$ cat config.mk
export PLATFORM = sky130hd
export DESIGN_NAME = dma_xfer
export DESIGN_NICKNAME = d
export VERILOG_FILES = /design/src/rtl/dma_xfer.sv
export SDC_FILE = /design/constraint.sdc
export NUM_CORES = 1
export LEC_CHECK = 0
export CELL_PAD_IN_SITES_DETAIL_PLACEMENT = 1
export CELL_PAD_IN_SITES_GLOBAL_PLACEMENT = 1
export CORE_MARGIN = 2
export CORE_UTILIZATION = 54
export DETAILED_ROUTE_END_ITERATION = 8
export GPL_ROUTABILITY_DRIVEN = 0
export PLACE_DENSITY = 0.83
export RECOVER_POWER = 25
export SYNTH_ARGS = -nofsm -noshare
export SYNTH_HDL_FRONTEND = slang
export SYNTH_SLANG_ARGS = --single-unit
$ cat constraint.sdc
create_clock -name I_HCLK -period 6.4 [get_ports I_HCLK]
set_input_delay 1.92 -clock I_HCLK [delete_from_list [all_inputs] [get_ports I_HCLK]]
set_output_delay 1.92 -clock I_HCLK [all_outputs]
set_load 0.05 [all_outputs]
$ cat src/rtl/dma_xfer.sv
// dma_xfer: AHB-Lite master burst engine. It accepts one request at a time and
// stages read data in an internal FIFO. Write bursts drain that FIFO back to memory.
module dma_xfer #(
   parameter int unsigned DATA_W     = 32,
   parameter int unsigned ADDR_W     = 32,
   parameter int unsigned FIFO_DEPTH = 32,
   parameter int unsigned LVL_W      = 6
) (
   input  logic              I_HCLK,
   input  logic              I_HRESET_N,
   input  logic [ADDR_W-1:0] I_ADDR,
   input  logic [2:0]        I_SIZE,
   input  logic              I_WRITE,
   input  logic [4:0]        I_COUNT,
   input  logic              I_BUSY,
   output logic              O_DMA_READY,
   output logic              O_DONE,
   output logic              O_ERR,
   output logic [LVL_W-1:0]  O_FIFO_LEVEL,
   output logic [ADDR_W-1:0] O_HADDR,
   output logic [1:0]        O_HTRANS,
   output logic              O_HWRITE,
   output logic [2:0]        O_HSIZE,
   output logic [2:0]        O_HBURST,
   output logic [DATA_W-1:0] O_HWDATA,
   input  logic [DATA_W-1:0] I_HRDATA,
   input  logic              I_HREADY,
   input  logic              I_HRESP
);

   localparam int unsigned PTR_W = (FIFO_DEPTH > 1) ? $clog2(FIFO_DEPTH) : 1;
   localparam logic [1:0] HTRANS_IDLE   = 2'b00;
   localparam logic [1:0] HTRANS_NONSEQ = 2'b10;
   localparam logic [1:0] HTRANS_SEQ    = 2'b11;

   typedef enum logic [1:0] {StIdle, StXfer, StLast, StDone} state_t;

   state_t              r_state, w_state_d;
   logic [ADDR_W-1:0]   r_haddr, w_haddr_d;
   logic [1:0]          r_htrans, w_htrans_d;
   logic                r_hwrite, w_hwrite_d;
   logic [2:0]          r_hsize, w_hsize_d;
   logic [DATA_W-1:0]   r_hwdata, w_hwdata_d;
   logic [4:0]          r_left, w_left_d;     // address phases still to issue
   logic                r_dph, w_dph_d;       // a data phase is outstanding
   logic                r_ready, w_ready_d;
   logic                r_done, w_done_d;
   logic                r_err, w_err_d;
   logic [LVL_W-1:0]    r_level, w_level_d;
   logic [PTR_W-1:0]    r_wr_ptr, r_rd_ptr;
   logic [DATA_W-1:0]   r_mem [FIFO_DEPTH];

   logic                w_push, w_pop;
   logic [DATA_W-1:0]   w_fifo_head;
   logic [LVL_W-1:0]    w_space, w_cnt;
   logic                w_rej_zero, w_rej_err;

   assign w_fifo_head = r_mem[r_rd_ptr];
   assign w_space     = LVL_W'(FIFO_DEPTH) - r_level;
   assign w_cnt       = LVL_W'(I_COUNT);
   assign w_rej_zero  = (I_COUNT == 5'd0);
   assign w_rej_err   = (I_SIZE > 3'd2) || (!I_WRITE && (w_space < w_cnt)) ||
                        (I_WRITE && (r_level < w_cnt));

   // Next-state, bus control and FIFO push/pop decisions.
   always_comb begin
      w_state_d  = r_state;
      w_haddr_d  = r_haddr;
      w_htrans_d = r_htrans;
      w_hwrite_d = r_hwrite;
      w_hsize_d  = r_hsize;
      w_hwdata_d = r_hwdata;
      w_left_d   = r_left;
      w_dph_d    = r_dph;
      w_ready_d  = r_ready;
      w_done_d   = 1'b0;
      w_err_d    = r_err;
      w_push     = 1'b0;
      w_pop      = 1'b0;
      unique case (r_state)
         StXfer: begin
            if (r_dph && I_HRESP) begin
               // Error response: abandon the remaining beats.
               w_htrans_d = HTRANS_IDLE;
               w_dph_d    = 1'b0;
               w_err_d    = 1'b1;
               w_state_d  = StDone;
               w_done_d   = 1'b1;
               w_ready_d  = 1'b1;
            end else if (I_HREADY) begin
               w_push  = r_dph && !r_hwrite;
               w_dph_d = 1'b1;
               if (r_hwrite) begin
                  w_pop      = 1'b1;
                  w_hwdata_d = w_fifo_head;
               end
               if (r_left != 5'd0) begin
                  w_htrans_d = HTRANS_SEQ;
                  w_haddr_d  = r_haddr + (ADDR_W'(1) << r_hsize);
                  w_left_d   = r_left - 5'd1;
               end else begin
                  w_htrans_d = HTRANS_IDLE;
                  w_state_d  = StLast;
               end
            end
         end
         StLast: begin
            if (I_HRESP) begin
               w_dph_d   = 1'b0;
               w_err_d   = 1'b1;
               w_state_d = StDone;
               w_done_d  = 1'b1;
               w_ready_d = 1'b1;
            end else if (I_HREADY) begin
               w_push    = !r_hwrite;
               w_dph_d   = 1'b0;
               w_state_d = StDone;
               w_done_d  = 1'b1;
               w_ready_d = 1'b1;
            end
         end
         StIdle, StDone: w_state_d = StIdle;
         default:        w_state_d = StIdle;
      endcase
      // Accept is only possible in IDLE/DONE, where nothing above touches the bus.
      if (r_ready && I_BUSY) begin
         if (w_rej_zero || w_rej_err) begin
            w_state_d = StDone;
            w_done_d  = 1'b1;
            w_ready_d = 1'b1;
            w_err_d   = r_err | w_rej_err;
         end else begin
            w_state_d  = StXfer;
            w_ready_d  = 1'b0;
            w_htrans_d = HTRANS_NONSEQ;
            w_haddr_d  = I_ADDR;
            w_hsize_d  = I_SIZE;
            w_hwrite_d = I_WRITE;
            w_left_d   = I_COUNT - 5'd1;
            w_dph_d    = 1'b0;
         end
      end
   end

   always_comb begin
      w_level_d = r_level;
      if (w_push) begin
         w_level_d = r_level + LVL_W'(1);
      end else if (w_pop) begin
         w_level_d = r_level - LVL_W'(1);
      end
   end

   // State and registered outputs; reset discards FIFO contents.
   always_ff @(posedge I_HCLK or negedge I_HRESET_N) begin
      if (!I_HRESET_N) begin
         r_state  <= StIdle;
         r_haddr  <= '0;
         r_htrans <= HTRANS_IDLE;
         r_hwrite <= 1'b0;
         r_hsize  <= 3'd0;
         r_hwdata <= '0;
         r_left   <= 5'd0;
         r_dph    <= 1'b0;
         r_ready  <= 1'b1;
         r_done   <= 1'b0;
         r_err    <= 1'b0;
         r_level  <= '0;
         r_wr_ptr <= '0;
         r_rd_ptr <= '0;
      end else begin
         r_state  <= w_state_d;
         r_haddr  <= w_haddr_d;
         r_htrans <= w_htrans_d;
         r_hwrite <= w_hwrite_d;
         r_hsize  <= w_hsize_d;
         r_hwdata <= w_hwdata_d;
         r_left   <= w_left_d;
         r_dph    <= w_dph_d;
         r_ready  <= w_ready_d;
         r_done   <= w_done_d;
         r_err    <= w_err_d;
         r_level  <= w_level_d;
         if (w_push) begin
            r_wr_ptr <= (r_wr_ptr == PTR_W'(FIFO_DEPTH - 1)) ? '0 : r_wr_ptr + PTR_W'(1);
         end
         if (w_pop) begin
            r_rd_ptr <= (r_rd_ptr == PTR_W'(FIFO_DEPTH - 1)) ? '0 : r_rd_ptr + PTR_W'(1);
         end
      end
   end

   // Staging storage; contents need no reset because the pointers gate them.
   always_ff @(posedge I_HCLK) begin
      if (w_push) begin
         r_mem[r_wr_ptr] <= I_HRDATA;
      end
   end

   assign O_DMA_READY  = r_ready;
   assign O_DONE       = r_done;
   assign O_ERR        = r_err;
   assign O_FIFO_LEVEL = r_level;
   assign O_HADDR      = r_haddr;
   assign O_HTRANS     = r_htrans;
   assign O_HWRITE     = r_hwrite;
   assign O_HSIZE      = r_hsize;
   assign O_HBURST     = 3'b001;
   assign O_HWDATA     = r_hwdata;

endmodule

# Word level (Yosys, flattened, before mapping)
# Memories as Yosys holds them, arrays and structs flattened. A register that Yosys moved wholly into a read port is not among the register bits.
# Cells that the tools add are included.
# totals
reg_bits	65
mem_count	1
ram_bits	1024
in_bits	78
out_inout_bits	82
# memory_table
name	words	word_bits	rd	rd_clocked_by_memory_dff	wr	line	source
r_mem	32	32	1	1	1	51	logic [DATA_W-1:0] r_mem [FIFO_DEPTH];
# classes
eq_ne	9
add_sub_neg	8
shift	1
magnitude_cmp	3
bitwise	3
mux	65
n_reduce_logical	21
# op_table
op	count
32-bit 2-to-1 mux	6
5-bit 2-to-1 mux	8
32-bit adder	1
1-bit by 3-bit << shifter with 32-bit output, first input constant	1
1-bit 2-to-1 mux	30
2-bit 2-to-1 mux	13
6-bit by 5-bit < comparator with 1-bit output	2
6-bit 2-to-1 mux	2
4-bit inequality test, second input constant	3
5-bit by 1-bit adder with 5-bit output, second input constant	2
5-bit == test, second input constant	2
1-bit case mux with 2 select lines	5
5-bit by 1-bit subtractor with 5-bit output, second input constant	2
6-bit by 1-bit adder with 6-bit output, second input constant	1
2-bit case mux with 3 select lines	1
3-bit AND reduction	2
6-bit by 1-bit subtractor with 6-bit output, second input constant	1
6-bit subtractor, first input constant	1
1-bit logical AND	5
5-bit logical NOT	1
5-bit nonzero test	1
2-bit == test, second input constant	2
4-bit AND reduction	1
3-bit by 2-bit > comparator with 1-bit output, second input constant	1
other kinds (11)	16

# Logic depth before layout (Yosys ltp)
# logic_depth
ltp_word	8
depth_mapped	12
ltp_nobuf	12

# Worst setup path before layout
# Ideal clock, no wire load.
# synth_timing
path_type	input to register
start	in I_HRESP
end	mem r_mem[9][0], enable pin
setup_time_ns	0.461
required_time_ns	5.939
setup_slack_ns	0.788
cell_stages	4
t_arrival_ns	5.151
cell_sequence	nor4_1 clkbuf_1 nand2_1 nor3_1
# synth_via
elab_chain_len	5
elab_cells_between_ends	6
# synth_rtl
item	line	source
start, declared	28	input logic I_HRESP
1-bit logical AND	82	if (r_dph && I_HRESP) begin
1-bit 2-to-1 mux	82	
1-bit case mux with 2 select lines *	80	unique case (r_state)
1-bit 2-to-1 mux *	195	if (w_push) begin
1-bit 2-to-1 mux (implied by the code) *	196	r_mem[r_wr_ptr] <= I_HRDATA;
end, declared	51	
# Mark *: on every way between the ends. The rest lies on a longest branch, timed or not.

# Worst setup path after layout
# layout_timing
start	in I_HREADY
end	mem r_mem[14][0], enable pin
# layout_via
elab_chain_len	5
elab_cells_between_ends	7
# layout_rtl
item	line	source
start, declared	27	input logic I_HREADY,
1-bit 2-to-1 mux, on equally long branches	114, 90	
1-bit 2-to-1 mux, on equally long branches	108, 82	
1-bit case mux with 2 select lines *	80	
1-bit 2-to-1 mux *	195	
1-bit 2-to-1 mux (implied by the code) *	196	
# Marks and branches as above.

==> run_results.csv <==
group,metric,value,unit
global_route,grt_antenna_before_repair,5,
global_route,grt_usage,28.6,%
die,ios,160,
critical_path,arrival,5410,ps
clocking,root_buffer,"clkbuf_16",
sta,tightestPinTransition,2890,ps
sta,period_share,78.8,%
critical_path,worstSetupStartpointType,"input pin",
critical_path,end_kind,"register",
clocking,clock_latency,700,ps
route,drc,0,
synthesis,ys_ff_latch,1121,
synthesis,synth_edf_count,1024,
sta,skew,46.4,ps
synthesis,synth_top_area_share,69.6,%
die,core_area,0.0807,mm^2
final_layout,multiInputGateArea,0.0106,mm^2
critical_path,path_max_fanout,20,
die,fp-row-count,104,
critical_path,critical_path.cell_chain,"dlygate4sd3_1 > nand2b_1 > nor4_2 > clkbuf_1 > nand3_1 > nor2_4 > buf_4",
clocking,hold_buffers,0,
clocking,cts_inserted_buffers,108,
synthesis,yosysWarnings,0,
clocking,postCtsResizedCells,0,
critical_path,crit_family,"buffers and inverters",
synthesis,yosys-top-cells-area,"edfxtp_1 70%, mux4_2 13%, dfrtp_1 5.4%",
sta,report.final.hold_viol_count,0,
route,dr.pass1.iters,5,
worst_hold_path,hold_path_class,"register to register",
flow_run,maxCapViolCount,4,
critical_path,slowest_stage,"nor2_4",
final_layout,seq_area,0.0332,mm^2
sta,fin_tns_setup,0,ps
route,ant_nets,0,
power_and_ir_drop,p_per_area,419,mW/mm^2
critical_path,cp.required,6770,ps
clocking,htreeDepth,3,
synthesis,async_flop_share,8.65,%
clocking,cts.sinks,1121,
die,die_area,0.0841,mm^2
critical_path,critical_path_buf_inv_count,3,
clocking,cts_setup_buffers,0,
global_route,grt.met3_usage,5.58,%
route,routed_wl,119,mm
sta,slew_viol_final,166,
synthesis,avgSynthCellArea,20.5,um^2
clocking,cts_buffer_depth,3,
die,chipHeight,290,um
power_and_ir_drop,totalPowerFinal,0.0213,W
route,vias,23200,
power_and_ir_drop,ir_worst_vdd,292,uV
synthesis,yosysSeqAreaShare,75.1,%
die,die_w,290,um
power_and_ir_drop,leakage,16.7,nW
route,avgViaCountPerCell,6.61,
global_route,use_met2,48.5,%
global_route,grt_max_degree,118,
global_route,grt-ovfl-total,0,
sta,rsz0062_at_grt,"false",
route,drt_iter0_drc,2611,
sta,min_period,5040,ps
final_layout,fill_cells,6672,
global_route,grt_use_met1,37.6,%
sta,max_slew_margin,-92.9,%
synthesis,synth_top_area_cell,"edfxtp_1",
final_layout,nets,2463,
synthesis,syn-cell-area,0.0442,mm^2
die,initial_utilization,54.7,%
global_route,grt.busiest_layer,"met2",
synthesis,netlist_instances,2153,
critical_path,criticalPathCategory,"input pin to register",
sta,finalSetupViolCount,0,
route,routedWlPerCell,33.8,um
status,violations,"capacitance limit, slew limit",
final_layout,area_growth,15.1,%
synthesis,synthFlopType,"edfxtp_1",
status,outcome,"complete, but fails checks",
global_route,first_global_vias,25000,
clocking,cts_tree,"built",
place,dpl.hpwl,67.5,mm
global_route,grt_pass1_wl,175,mm
final_layout,layout-drive-gt1-share,21.7,%
clocking,clk_pin_slew,60,ps
sta,max_clock_freq,198,MHz
synthesis,synthDistinctLibCells,59,
critical_path,cp_slowest_stage_delay,900,ps
place,port_buffers,156,
## power by group
part           leakage [nW]  total (W)  internal (W)  switching (W)
Sequential             10.4    0.00882       0.00830       0.000518
Combinational          4.61    0.00601       0.00258        0.00343
Clock                  1.75    0.00648       0.00365        0.00283
## stage by stage
step / cells / hold slack, ps / utilization (%) / setup WS (ps) / area, um^2
global route: 3504 / 539 / 63.0 / 1030 / 50800
detailed placement: 3300 / 480 / 58.6 / 1090 / 47200
floorplan: 2154 / 514 / - / 788 / 44200
global placement: 3300 / 471 / 58.6 / 1350 / 47200
finish: 3504 / 505 / 63.0 / 1360 / 50800
CTS: 3503 / 509 / 63.0 / 1810 / 50800
## layout make-up
type / count / share of cell area, %
diodes: 1 / 0.00493
repair buffers: 202 / 3.88
inverters: 24 / 0.177
well taps: 1060 / 2.61
clock inverters: 71 / 1.50
flip-flops and latches: 1121 / 65.3
multi-input cells: 893 / 21.0
clock buffers: 132 / 5.56
## kinds of logic (layout without fill, tap and decap cells)
family | after synthesis | after routing | synth area share (%)
simple gates | 215 | 215 | 2.44
compound gates | 230 | 230 | 3.52
mux | 370 | 370 | 15.8
flops | 1121 | 1121 | 75.1
fa+ha+maj | 35 | 35 | 1.03
buf+inv | 140 | 429 | 1.31
xor+xnor | 40 | 40 | 0.793
other cells | 2 | 4 | 0.0170
## worst min-delay path: stages (launching register included)
cell	delay (ps)
dfrtp_1	350
nand2_1	50
o21ai_0	70
## sequential cells by signal (all words and copies together) (netlist names)
register	flops
r_mem	1024
O_HADDR	32
O_HWDATA	32
O_FIFO_LEVEL	6
r_left	5
r_rd_ptr	5
r_wr_ptr	5
O_HSIZE	3
O_HTRANS	2
r_state	2
O_DMA_READY	1
O_DONE	1
O_ERR	1
O_HWRITE	1
r_dph	1
## cell usage in the layout, fill, tap and decap left out, types with 9 or more instances in the layout
master,count
a211oi_1,25
a21oi_1,41
a22o_1,22
a22oi_1,62
buf_4,37
bufinv_16,12
clkbuf_1,25
clkbuf_16,108
clkdlybuf4s50_1,136
clkinv_1,19
clkinv_2,27
dfrtp_1,92
dlygate4sd3_1,17
edfxtp_1,1024
ha_1,33
inv_1,24
mux2_1,27
mux2_2,12
mux2i_1,75
mux4_2,256
nand2_1,65
nand3_1,18
nand4_1,9
nor2_1,26
nor2_4,21
nor3_1,9
nor3_2,15
o21ai_0,35
o22ai_1,22
xnor2_1,30
xor2_1,10
## per-layer routing
layer | routed length (um) | part of all wire [%] | vias up
li1 | - | - | 9302
met4 | 3870 | 3.3 | 6
met5 | 35 | 0.030 | -
met1 | 43800 | 37 | 12300
met2 | 60600 | 51 | 1324
met3 | 10200 | 8.6 | 247
## Yosys cell counts, drive strengths merged (4+ instances only)
library cell and instances:
nor2b 4, clkbuf 70, or3 4, ha 33, nor3b 4, buf 46
and4 4, a211oi 26, a21oi 41, xnor2 30, mux2i 75, and3 8
mux4 256, a21o 4, o21ai 35, a22oi 62, mux2 39, dfrtp 96
edfxtp 1024, nor4 5, nand2b 4, a22o 22, nand4 10, and2 7
nor3 24, o22ai 22, xor2 10, inv 24, nand2 66, nand3 18
nor2 48
## final timing paths
| path | from | slack (ps) | cells after the start | to |
|---|---|---|---|---|
| min in group asynchronous | I_HRESET_N | 2160 | 1 | O_HWDATA[20] |
| min | O_HWDATA[31] | 510 | 2 | O_HWDATA[31] |
| min reg2reg | O_HWDATA[31] | 510 | 2 | O_HWDATA[31] |
| max reg2reg | r_state[1] | 2370 | 8 | r_mem[14][0] |
| max | I_HREADY | 1360 | 7 | r_mem[14][0] |
| max in group asynchronous | I_HRESET_N | 1490 | 2 | O_HADDR[24] |
Power figures use the tool's default switching activity.
